**src/rtl/alu_sweep_ctrl_if.sv**
```systemverilog
// Result stream between the sweep engine and its consumer.
// master: the sweep engine (drives res_valid/res_opcode/res_y/res_flags,
//         samples res_ready).
// slave:  the consumer (samples the result, drives res_ready).
// res_flags packing is {invalid_op, parity, zero, borrow_out, carry_out}.
interface alu_sweep_ctrl_if #(
  parameter int BUS_WIDTH = 8
);
  logic                 res_valid;
  logic                 res_ready;
  logic [3:0]           res_opcode;
  logic [BUS_WIDTH-1:0] res_y;
  logic [4:0]           res_flags;

  modport master (
    output res_valid, res_opcode, res_y, res_flags,
    input  res_ready
  );

  modport slave (
    input  res_valid, res_opcode, res_y, res_flags,
    output res_ready
  );
endinterface

```
**src/rtl/alu_sweep_ctrl.sv**
```systemverilog
// Stimulus/capture engine for the combinational alu block.
// On an accepted start it latches one operand pair plus carry/borrow
// config, steps the ALU through opcodes 0..NUM_OPS-1, registers every
// result with its flags, and offers each one on a valid/ready stream.
//
// Ports:
//   clk, rst          clock, asynchronous active-high reset
//   start             begin a sweep (only honoured in IDLE)
//   a_in, b_in        operands, latched on accepted start
//   carry_in_cfg,
//   borrow_in_cfg     carry/borrow inputs, latched on accepted start
//   alu_a, alu_b,
//   alu_carry_in,
//   alu_borrow_in     latched stimulus held for the whole sweep
//   alu_opcode        opcode currently driven to the ALU
//   alu_y, alu_*      ALU result and flags
//   res               result stream (master side)
//   busy              high while driving/presenting (DRIVE, OUT)
//   done              one-cycle pulse at the end of a sweep
//   invalid_count     captures with invalid_op set in current/last sweep
module alu_sweep_ctrl #(
  parameter int BUS_WIDTH = 8,
  parameter int NUM_OPS   = 16
) (
  input  logic                 clk,
  input  logic                 rst,
  input  logic                 start,
  input  logic [BUS_WIDTH-1:0] a_in,
  input  logic [BUS_WIDTH-1:0] b_in,
  input  logic                 carry_in_cfg,
  input  logic                 borrow_in_cfg,
  output logic [BUS_WIDTH-1:0] alu_a,
  output logic [BUS_WIDTH-1:0] alu_b,
  output logic                 alu_carry_in,
  output logic                 alu_borrow_in,
  output logic [3:0]           alu_opcode,
  input  logic [BUS_WIDTH-1:0] alu_y,
  input  logic                 alu_carry_out,
  input  logic                 alu_borrow_out,
  input  logic                 alu_zero,
  input  logic                 alu_parity,
  input  logic                 alu_invalid_op,
  alu_sweep_ctrl_if.master     res,
  output logic                 busy,
  output logic                 done,
  output logic [4:0]           invalid_count
);

  typedef enum logic [1:0] {
    IDLE  = 2'd0,
    DRIVE = 2'd1,
    OUT   = 2'd2,
    DONE  = 2'd3
  } state_t;

  localparam logic [3:0] LAST_OP = 4'(NUM_OPS - 1);

  state_t state, state_nxt;
  logic   accept_start;
  logic   capture;
  logic   handshake;

  always_ff @(posedge clk or posedge rst) begin
    if (rst) state <= IDLE;
    else     state <= state_nxt;
  end

  always_comb begin
    state_nxt     = state;
    accept_start  = 1'b0;
    capture       = 1'b0;
    handshake     = 1'b0;
    busy          = 1'b0;
    done          = 1'b0;
    res.res_valid = 1'b0;
    case (state)
      IDLE: begin
        if (start) begin
          accept_start = 1'b1;
          state_nxt    = DRIVE;
        end
      end
      DRIVE: begin
        // The ALU is combinational: its outputs for alu_opcode are
        // settled by the end of this cycle, so capture on the way out.
        busy      = 1'b1;
        capture   = 1'b1;
        state_nxt = OUT;
      end
      OUT: begin
        busy          = 1'b1;
        res.res_valid = 1'b1;
        if (res.res_ready) begin
          handshake = 1'b1;
          state_nxt = (alu_opcode == LAST_OP) ? DONE : DRIVE;
        end
      end
      DONE: begin
        done      = 1'b1;
        state_nxt = IDLE;
      end
      default: state_nxt = IDLE;
    endcase
  end

  // Stimulus and capture registers. Everything is cleared by reset because
  // all outputs must read zero while rst is asserted.
  always_ff @(posedge clk or posedge rst) begin
    if (rst) begin
      alu_a          <= '0;
      alu_b          <= '0;
      alu_carry_in   <= 1'b0;
      alu_borrow_in  <= 1'b0;
      alu_opcode     <= '0;
      res.res_opcode <= '0;
      res.res_y      <= '0;
      res.res_flags  <= '0;
      invalid_count  <= '0;
    end else begin
      if (accept_start) begin
        alu_a         <= a_in;
        alu_b         <= b_in;
        alu_carry_in  <= carry_in_cfg;
        alu_borrow_in <= borrow_in_cfg;
        alu_opcode    <= '0;
        invalid_count <= '0;
      end
      if (capture) begin
        res.res_opcode <= alu_opcode;
        res.res_y      <= alu_y;
        res.res_flags  <= {alu_invalid_op, alu_parity, alu_zero,
                           alu_borrow_out, alu_carry_out};
        invalid_count  <= invalid_count + {4'd0, alu_invalid_op};
      end
      // The opcode is left at the last value after the final handshake so
      // it still identifies the last op driven until the next start.
      if (handshake && (alu_opcode != LAST_OP)) begin
        alu_opcode <= alu_opcode + 4'd1;
      end
    end
  end

endmodule

```
**src/flat_wrapper.sv**
```systemverilog
// flat-port wrapper written by rule: the top's interface ports become plain ports
module alu_sweep_ctrl_flat 
#(
  parameter int BUS_WIDTH = 8,
  parameter int NUM_OPS   = 16
)
  (clk, rst, start, a_in, b_in, carry_in_cfg, borrow_in_cfg, alu_a, alu_b, alu_carry_in, alu_borrow_in, alu_opcode, alu_y, alu_carry_out, alu_borrow_out, alu_zero, alu_parity, alu_invalid_op, busy, done, invalid_count, res_res_valid, res_res_opcode, res_res_y, res_res_flags, res_res_ready);
  alu_sweep_ctrl_if #(.BUS_WIDTH(BUS_WIDTH)) res_i ();
  input  logic clk;
  input  logic rst;
  input  logic start;
  input  logic [BUS_WIDTH-1:0] a_in;
  input  logic [BUS_WIDTH-1:0] b_in;
  input  logic carry_in_cfg;
  input  logic borrow_in_cfg;
  output logic [BUS_WIDTH-1:0] alu_a;
  output logic [BUS_WIDTH-1:0] alu_b;
  output logic alu_carry_in;
  output logic alu_borrow_in;
  output logic [3:0] alu_opcode;
  input  logic [BUS_WIDTH-1:0] alu_y;
  input  logic alu_carry_out;
  input  logic alu_borrow_out;
  input  logic alu_zero;
  input  logic alu_parity;
  input  logic alu_invalid_op;
  output logic busy;
  output logic done;
  output logic [4:0] invalid_count;
  output wire logic [$bits(res_i.res_valid)-1:0] res_res_valid;
  output wire logic [$bits(res_i.res_opcode)-1:0] res_res_opcode;
  output wire logic [$bits(res_i.res_y)-1:0] res_res_y;
  output wire logic [$bits(res_i.res_flags)-1:0] res_res_flags;
  input wire logic [$bits(res_i.res_ready)-1:0] res_res_ready;
  assign res_res_valid = res_i.res_valid;
  assign res_res_opcode = res_i.res_opcode;
  assign res_res_y = res_i.res_y;
  assign res_res_flags = res_i.res_flags;
  assign res_i.res_ready = res_res_ready;
  alu_sweep_ctrl #(.BUS_WIDTH(BUS_WIDTH), .NUM_OPS(NUM_OPS)) u_core (.clk(clk), .rst(rst), .start(start), .a_in(a_in), .b_in(b_in), .carry_in_cfg(carry_in_cfg), .borrow_in_cfg(borrow_in_cfg), .alu_a(alu_a), .alu_b(alu_b), .alu_carry_in(alu_carry_in), .alu_borrow_in(alu_borrow_in), .alu_opcode(alu_opcode), .alu_y(alu_y), .alu_carry_out(alu_carry_out), .alu_borrow_out(alu_borrow_out), .alu_zero(alu_zero), .alu_parity(alu_parity), .alu_invalid_op(alu_invalid_op), .res(res_i), .busy(busy), .done(done), .invalid_count(invalid_count));
endmodule
```
**config.mk**
```make
export PLATFORM = sky130hd
export DESIGN_NAME = alu_sweep_ctrl_flat
export DESIGN_NICKNAME = d
export VERILOG_FILES = /design/src/rtl/alu_sweep_ctrl_if.sv /design/src/rtl/alu_sweep_ctrl.sv /design/src/flat_wrapper.sv
export SDC_FILE = /design/constraint.sdc
export NUM_CORES = 1
export LEC_CHECK = 0
export CORE_UTILIZATION = 30
export DETAILED_ROUTE_END_ITERATION = 10
export GPL_TIMING_DRIVEN = 0
export HOLD_SLACK_MARGIN = 0.15
export PLACE_DENSITY = 0.62
export SETUP_SLACK_MARGIN = 0.1
export SYNTH_ARGS = -nofsm -noshare
export SYNTH_HDL_FRONTEND = slang
export SYNTH_SLANG_ARGS = --single-unit
```
**constraint.sdc**
```tcl
create_clock -name clk -period 1.8 [get_ports clk]
set_input_delay 0.18 -clock clk [delete_from_list [all_inputs] [get_ports clk]]
set_output_delay 0.18 -clock clk [all_outputs]
set_load 0.03 [all_outputs]
```
# After elaboration in Yosys (flattened, before gate mapping)
# Cells that the tools add are included.
# Widths: inputs -> output; s select.
[totals] elab_cells=41 out_inout_bits=47 in_bits=35 ff_bits=46
[classes] n_addsub=2 n_mux=16 reduce_logical=6 eq_ne=7
[op_table] cell="$mux 5" n=2
[op_table] cell="$mux 1" n=8
[op_table] cell="$mux 4" n=2
[op_table] cell="$pmux 2 s4" n=1
[op_table] cell="$mux 2" n=3
[op_table] cell="$add 5x1->5" n=1
[op_table] cell="$add 4x1->4 const B" n=1
[op_table] cell="$eq 2x2->1 const B" n=2
[op_table] cell="$eq 4x4->1 const B" n=1
[op_table] cell="$ne 2x2->1 const B" n=2
[op_table] cell="$ne 4x4->1 const B" n=1
[op_table] cell="$reduce_bool 2->1" n=2
[op_table] cell="$eq 2x1->1 const B" n=1
[op_table] cell="$logic_not 2->1" n=1
[op_table] cell="$reduce_and 2->1" n=1
[op_table] cell="$reduce_or 2->1" n=1
[op_table] cell="$logic_and 1x1->1" n=1

# Longest topological paths before layout
[depth] word_depth=4 ltp_mapped=6

# Worst setup path before layout
# OpenSTA, ideal clock, no wires.
[synth_path] kind="register to register" startpoint="reg u_core.state[0]" endpoint="reg u_core.alu_opcode[0]" path_stages_with_launch=6 synth_period_minus_slack_ps=1516 required_ps=1658 slack_ps=284 setup_time_ps=142 arrival_ps=1374 path_buffers=0 path_cell_list="dfrtp_1 inv_1 ha_1 nand2_1 a31o_2 mux2i_1"
[synth_between] elab_chain_len=4 word_cells_on_any_way=7 classes_between="eq/ne: 1; mux: 3; reduce/logical: 3"
[synth_lines] element="start, declared" line="alu_sweep_ctrl.sv:58" source="state_t state, state_nxt;"
[synth_lines] element="start signal, assigned" line="alu_sweep_ctrl.sv:65" source="else state <= state_nxt;"
[synth_lines] element="$eq 2x2->1" line="alu_sweep_ctrl.sv:76" source="case (state)"
[synth_lines] element="$mux 1" line="alu_sweep_ctrl.sv:76"
[synth_lines] element="$logic_and 1x1->1" line="alu_sweep_ctrl.sv:137" source="if (handshake && (alu_opcode != LAST_OP)) begin"
[synth_lines] element="$mux 4 or $reduce_bool 2->1 (tied branches)"
[synth_lines] element="end signal, assigned" line="alu_sweep_ctrl.sv:138" source="alu_opcode <= alu_opcode + 4'd1;"
[synth_lines] element="end, declared" line="alu_sweep_ctrl.sv:36" source="output logic [3:0] alu_opcode,"
# Several ways; a longest one is shown, not always the timed one.
# A chain may end at the register's enable or synchronous reset.

# Worst setup path after layout
[layout_path] startpoint="reg u_core.invalid_count[2]" endpoint="out invalid_count[2]"
[layout_rtl] element="start, declared" line="alu_sweep_ctrl.sv:46" source="output logic [4:0] invalid_count"
[layout_rtl] element="start signal, assigned" line="alu_sweep_ctrl.sv:133" source="invalid_count <= invalid_count + {4'd0, alu_invalid_op};"
[layout_rtl] element="end, declared" line="flat_wrapper.sv:29" source="output logic [4:0] invalid_count;"
# No word-level cell between the ends.

==> metrics.md <==
| Metric | Value |
|---|---|
| Clk slew on worst S/H paths | around 0.09 ns |
| Max Cap Viol | 0 |
| Synth top area share | 0.5808 |
| Clk root buf | clkbuf_8 |
| CP Capture Type | output port |
| Syn-to-layout area delta | 51.45% |
| Yosys cell types | 22 |
| Total power | around 5.6 mW |
| Fin crit share | 0.8820 |
| R2R cell count | 5 |
| Power per cell area | ~1900 nW/µm² |
| Pleak | ~1.4 nW |
| Status | completed |
| Starting Density | 0.3121 |
| CTS tree | yes |
| Worst Hold Class | input pin to register |
| First-pass iteration count of the detailed router | 4 |
| Input/output buffers | 81 |
| Final WL | approximately 4100 µm |
| Hold Crit Depth | 2 |
| Vias in the first global route | 1425 |
| Reg2Reg Capture Point | u_core.res.res_opcode[2]$_DFFE_PP0P_ |
| Via-per-instance ratio | approximately 4.5 |
| Die width | 83.28 µm |
| Post-DP HPWL | between 2000 and 3000 µm |
| Worst slew pin tran | around 0.35 ns |
| Fin. Hold Viols | 0 |
| Site Rows | 29 |
| Routability cong. | ~0.73 |
| Ports | 82 |
| Critical Path Start Type | register |
| Async SR Flop Fraction | 1.000 |
| WHS Endpoint | u_core.res.res_flags[2]$_DFFE_PP0P_ |
| Mapped Area | just under 2000 µm² |
| Crit-path leading delay family | buffers and inverters |
| Syn. warnings | 0 |
| Congestion Overflow GR | 0 |
| First-pass GRT wire length | 7017 µm |
| Top cells by count, synth | dfrtp_1 (46), mux2_2 (24), nand2_1 (12), mux2_4 (11), ha_1 (7) |
| Total inserted antenna cells | 0 |
| Synth area leaders | dfrtp_1 (58%), mux2_2 (14%), mux2_4 (8.3%) |
| CP Cell Sequence | clkdlybuf4s50_1 |
| Reg2reg setup slack | roughly 0.22 ns |
| Synthesized Nets | 178 |
| Num CTS Buffers | 5 |
| Area leader, netlist | dfrtp_1 |
| Postcts setup bufs | 0 |
| Post-route ant nets | 0 |
| Initial antenna violation count | 0 |
| Slew HR | 0.7629 |
| Critical-path top delay cell | clkdlybuf4s50_1 |
| Clk_lat worst skew | 0.30 ns |
| Final setup violation count | 0 |
| RSZ-0062 raised after global routing | no |
| WS Path Type | register to output port |
| Post-route DRC | 0 |
| Total number of vias | 1377 |
| Worst-path maximum fanout | 5 |
| Tmin final | between 1.5 and 2 ns |
| Skew final | between 0.01 and 0.015 ns |
| Layout cells sized above 1 | 0.2423 |
| Arrival time worst endpoint | between 1 and 1.5 ns |
| Post-synth EDFFs | 0 |
| Register area share after synthesis | 0.5808 |
| Hold Path Origin | alu_zero |
| Worst r2r src | u_core.state[1]$_DFFE_PP0P_ |
| DR iter-0 viols | 34 |
| Clock sink total | 46 |
| Required time worst endpoint | 1.62 ns |
| DR WL/cell | around 13 µm |
| Peak Freq | between 0.6 and 0.7 GHz |
| Count of buffer and inverter cells on the critical path | 1 |
| Most frequent cell after synthesis | dfrtp_1 |
| Syn_area_per_cell | between 10 and 15 µm² |
| Setup ws final | between 0.2 and 0.25 ns |
| Final Slew Violations | 0 |
| CTS Buffer Depth | 2 |
| Worst slack, placed | 0.1753 ns |
| Peak supply drop | around 1200 µV |
| Global Route Usage Sum | 0.1278 |
| Peak per-stage delay on the critical path | ~0.7 ns |
| Fin nets | ~270 |
| Die height | 83.28 µm |
| H-tree Lvls | 2 |
| Core Area | about 6300 µm² |
| Hold Slack | ~0.48 ns |
| Mapped Cells | 136 |
| Seq cells post-synth | 46 |
| Top FF cell, synth | dfrtp_1 |
| Pin count of the biggest net entering global routing | 40 |
| Die area | slightly below 7000 µm² |
## worst max path at each step
stage	startpoint	to	slack (ns)	cells after the start
6_report	u_core.invalid_count[2]$_DFFE_PP0P_	invalid_count[2]	0.21	1
5_1_grt	u_core.state[1]$_DFFE_PP0P_	u_core.res.res_opcode[3]$_DFFE_PP0P_	0.13	5
4_1_cts	u_core.state[0]$_DFFE_PP0P_	res_res_valid	0.10	3
3_5_place_dp	u_core.state[0]$_DFFE_PP0P_	res_res_valid	0.18	3
3_3_place_gp	rst	u_core.res.res_y[4]$_DFFE_PP0P_	-0.52	2
2_1_floorplan	u_core.state[0]$_DFFE_PP0P_	u_core.alu_opcode[0]$_DFFE_PP0P_	0.28	5
## timing repair
item / 4_1_cts / 5_1_grt
endpoints found under the setup margin: 5 / 4
gates resized for setup: 5 / 6
hold buffers: 1 / 0
endpoints found under the hold margin: 7 / 0
## flip-flops by register name (all words and copies together), names as in the netlist
name	count
u_core.res.res_opcode	4
u_core.alu_opcode	4
u_core.state	2
u_core.invalid_count	5
u_core.alu_b	8
u_core.res.res_flags	5
u_core.alu_a	8
u_core.alu_borrow_in	1
u_core.alu_carry_in	1
u_core.res.res_y	8
## kinds of logic after synthesis
group	Yosys count	synth area share
flops	46	0.5808
simple gates	20	0.04861
mux	40	0.2450
xor+xnor	5	0.02209
compound gates	9	0.03031
buf+inv	9	0.02903
fa+ha+maj	7	0.04419
## area by class of cell
cell class / count / area (µm²)
buffer: 5 / 42.54
multi-input combinational: 81 / 773.2
inverter: 4 / 15.01
timing repair buffer: 83 / 832.0
clock inverter: 3 / 22.52
fill: 577 / 3348
sequential: 46 / 1151
clock buffer: 5 / 68.82
tap: 77 / 96.34
## metrics by stage
stage / std cells / area, µm² / util / TNS [ns]
after floorplan: 136 / 1982 / - / 0
final: 304 / 3002 / 0.4727 / 0
after global placement: 294 / 2889 / 0.4550 / -23.71
after detailed placement: 295 / 2909 / 0.4581 / 0
after CTS: 304 / 3004 / 0.4731 / 0
after global routing: 304 / 3002 / 0.4727 / 0
## routing by layer
layer / vias up / track usage / routed length (µm)
li1: 647 / - / -
met1: 671 / 0.1652 / 1833
met2: 55 / 0.1937 / 1833
met3: 4 / 0.06064 / 380
met4: 0 / 0.02978 / 28
met5: - / 0 / 0
## where the power goes
group / switching [mW] / internal, mW
logic: 1.62 / 1.50
clock network: 0.375 / 0.281
registers: 0.288 / 1.49
total: 2.29 / 3.28
## cells in the final DEF, fill, tap and decap left out
cell type / synthesis / routed
a31oi_1: 1 / 1
nand2_1: 12 / 12
buf_12: 0 / 1
dfrtp_1: 46 / 46
nand3_1: 3 / 3
clkdlybuf4s50_1: 0 / 74
buf_2: 1 / 1
inv_2: 0 / 1
nand2_4: 1 / 1
dlygate4sd3_1: 0 / 1
nand4_1: 1 / 1
mux2i_1: 5 / 5
dlymetal6s2s_1: 0 / 2
buf_4: 2 / 2
clkbuf_8: 0 / 5
dlygate4sd2_1: 0 / 3
ha_1: 7 / 7
inv_1: 4 / 3
buf_6: 2 / 2
xor2_1: 4 / 4
a31o_2: 2 / 2
and2_1: 1 / 1
xnor2_1: 1 / 1
inv_6: 0 / 2
o211ai_1: 1 / 1
clkbuf_2: 0 / 2
o21ai_0: 4 / 4
mux2_2: 24 / 24
clkinv_2: 0 / 1
mux2_4: 11 / 11
o22a_1: 1 / 1
nand2b_1: 2 / 2
(Power assumes the default switching activity.)
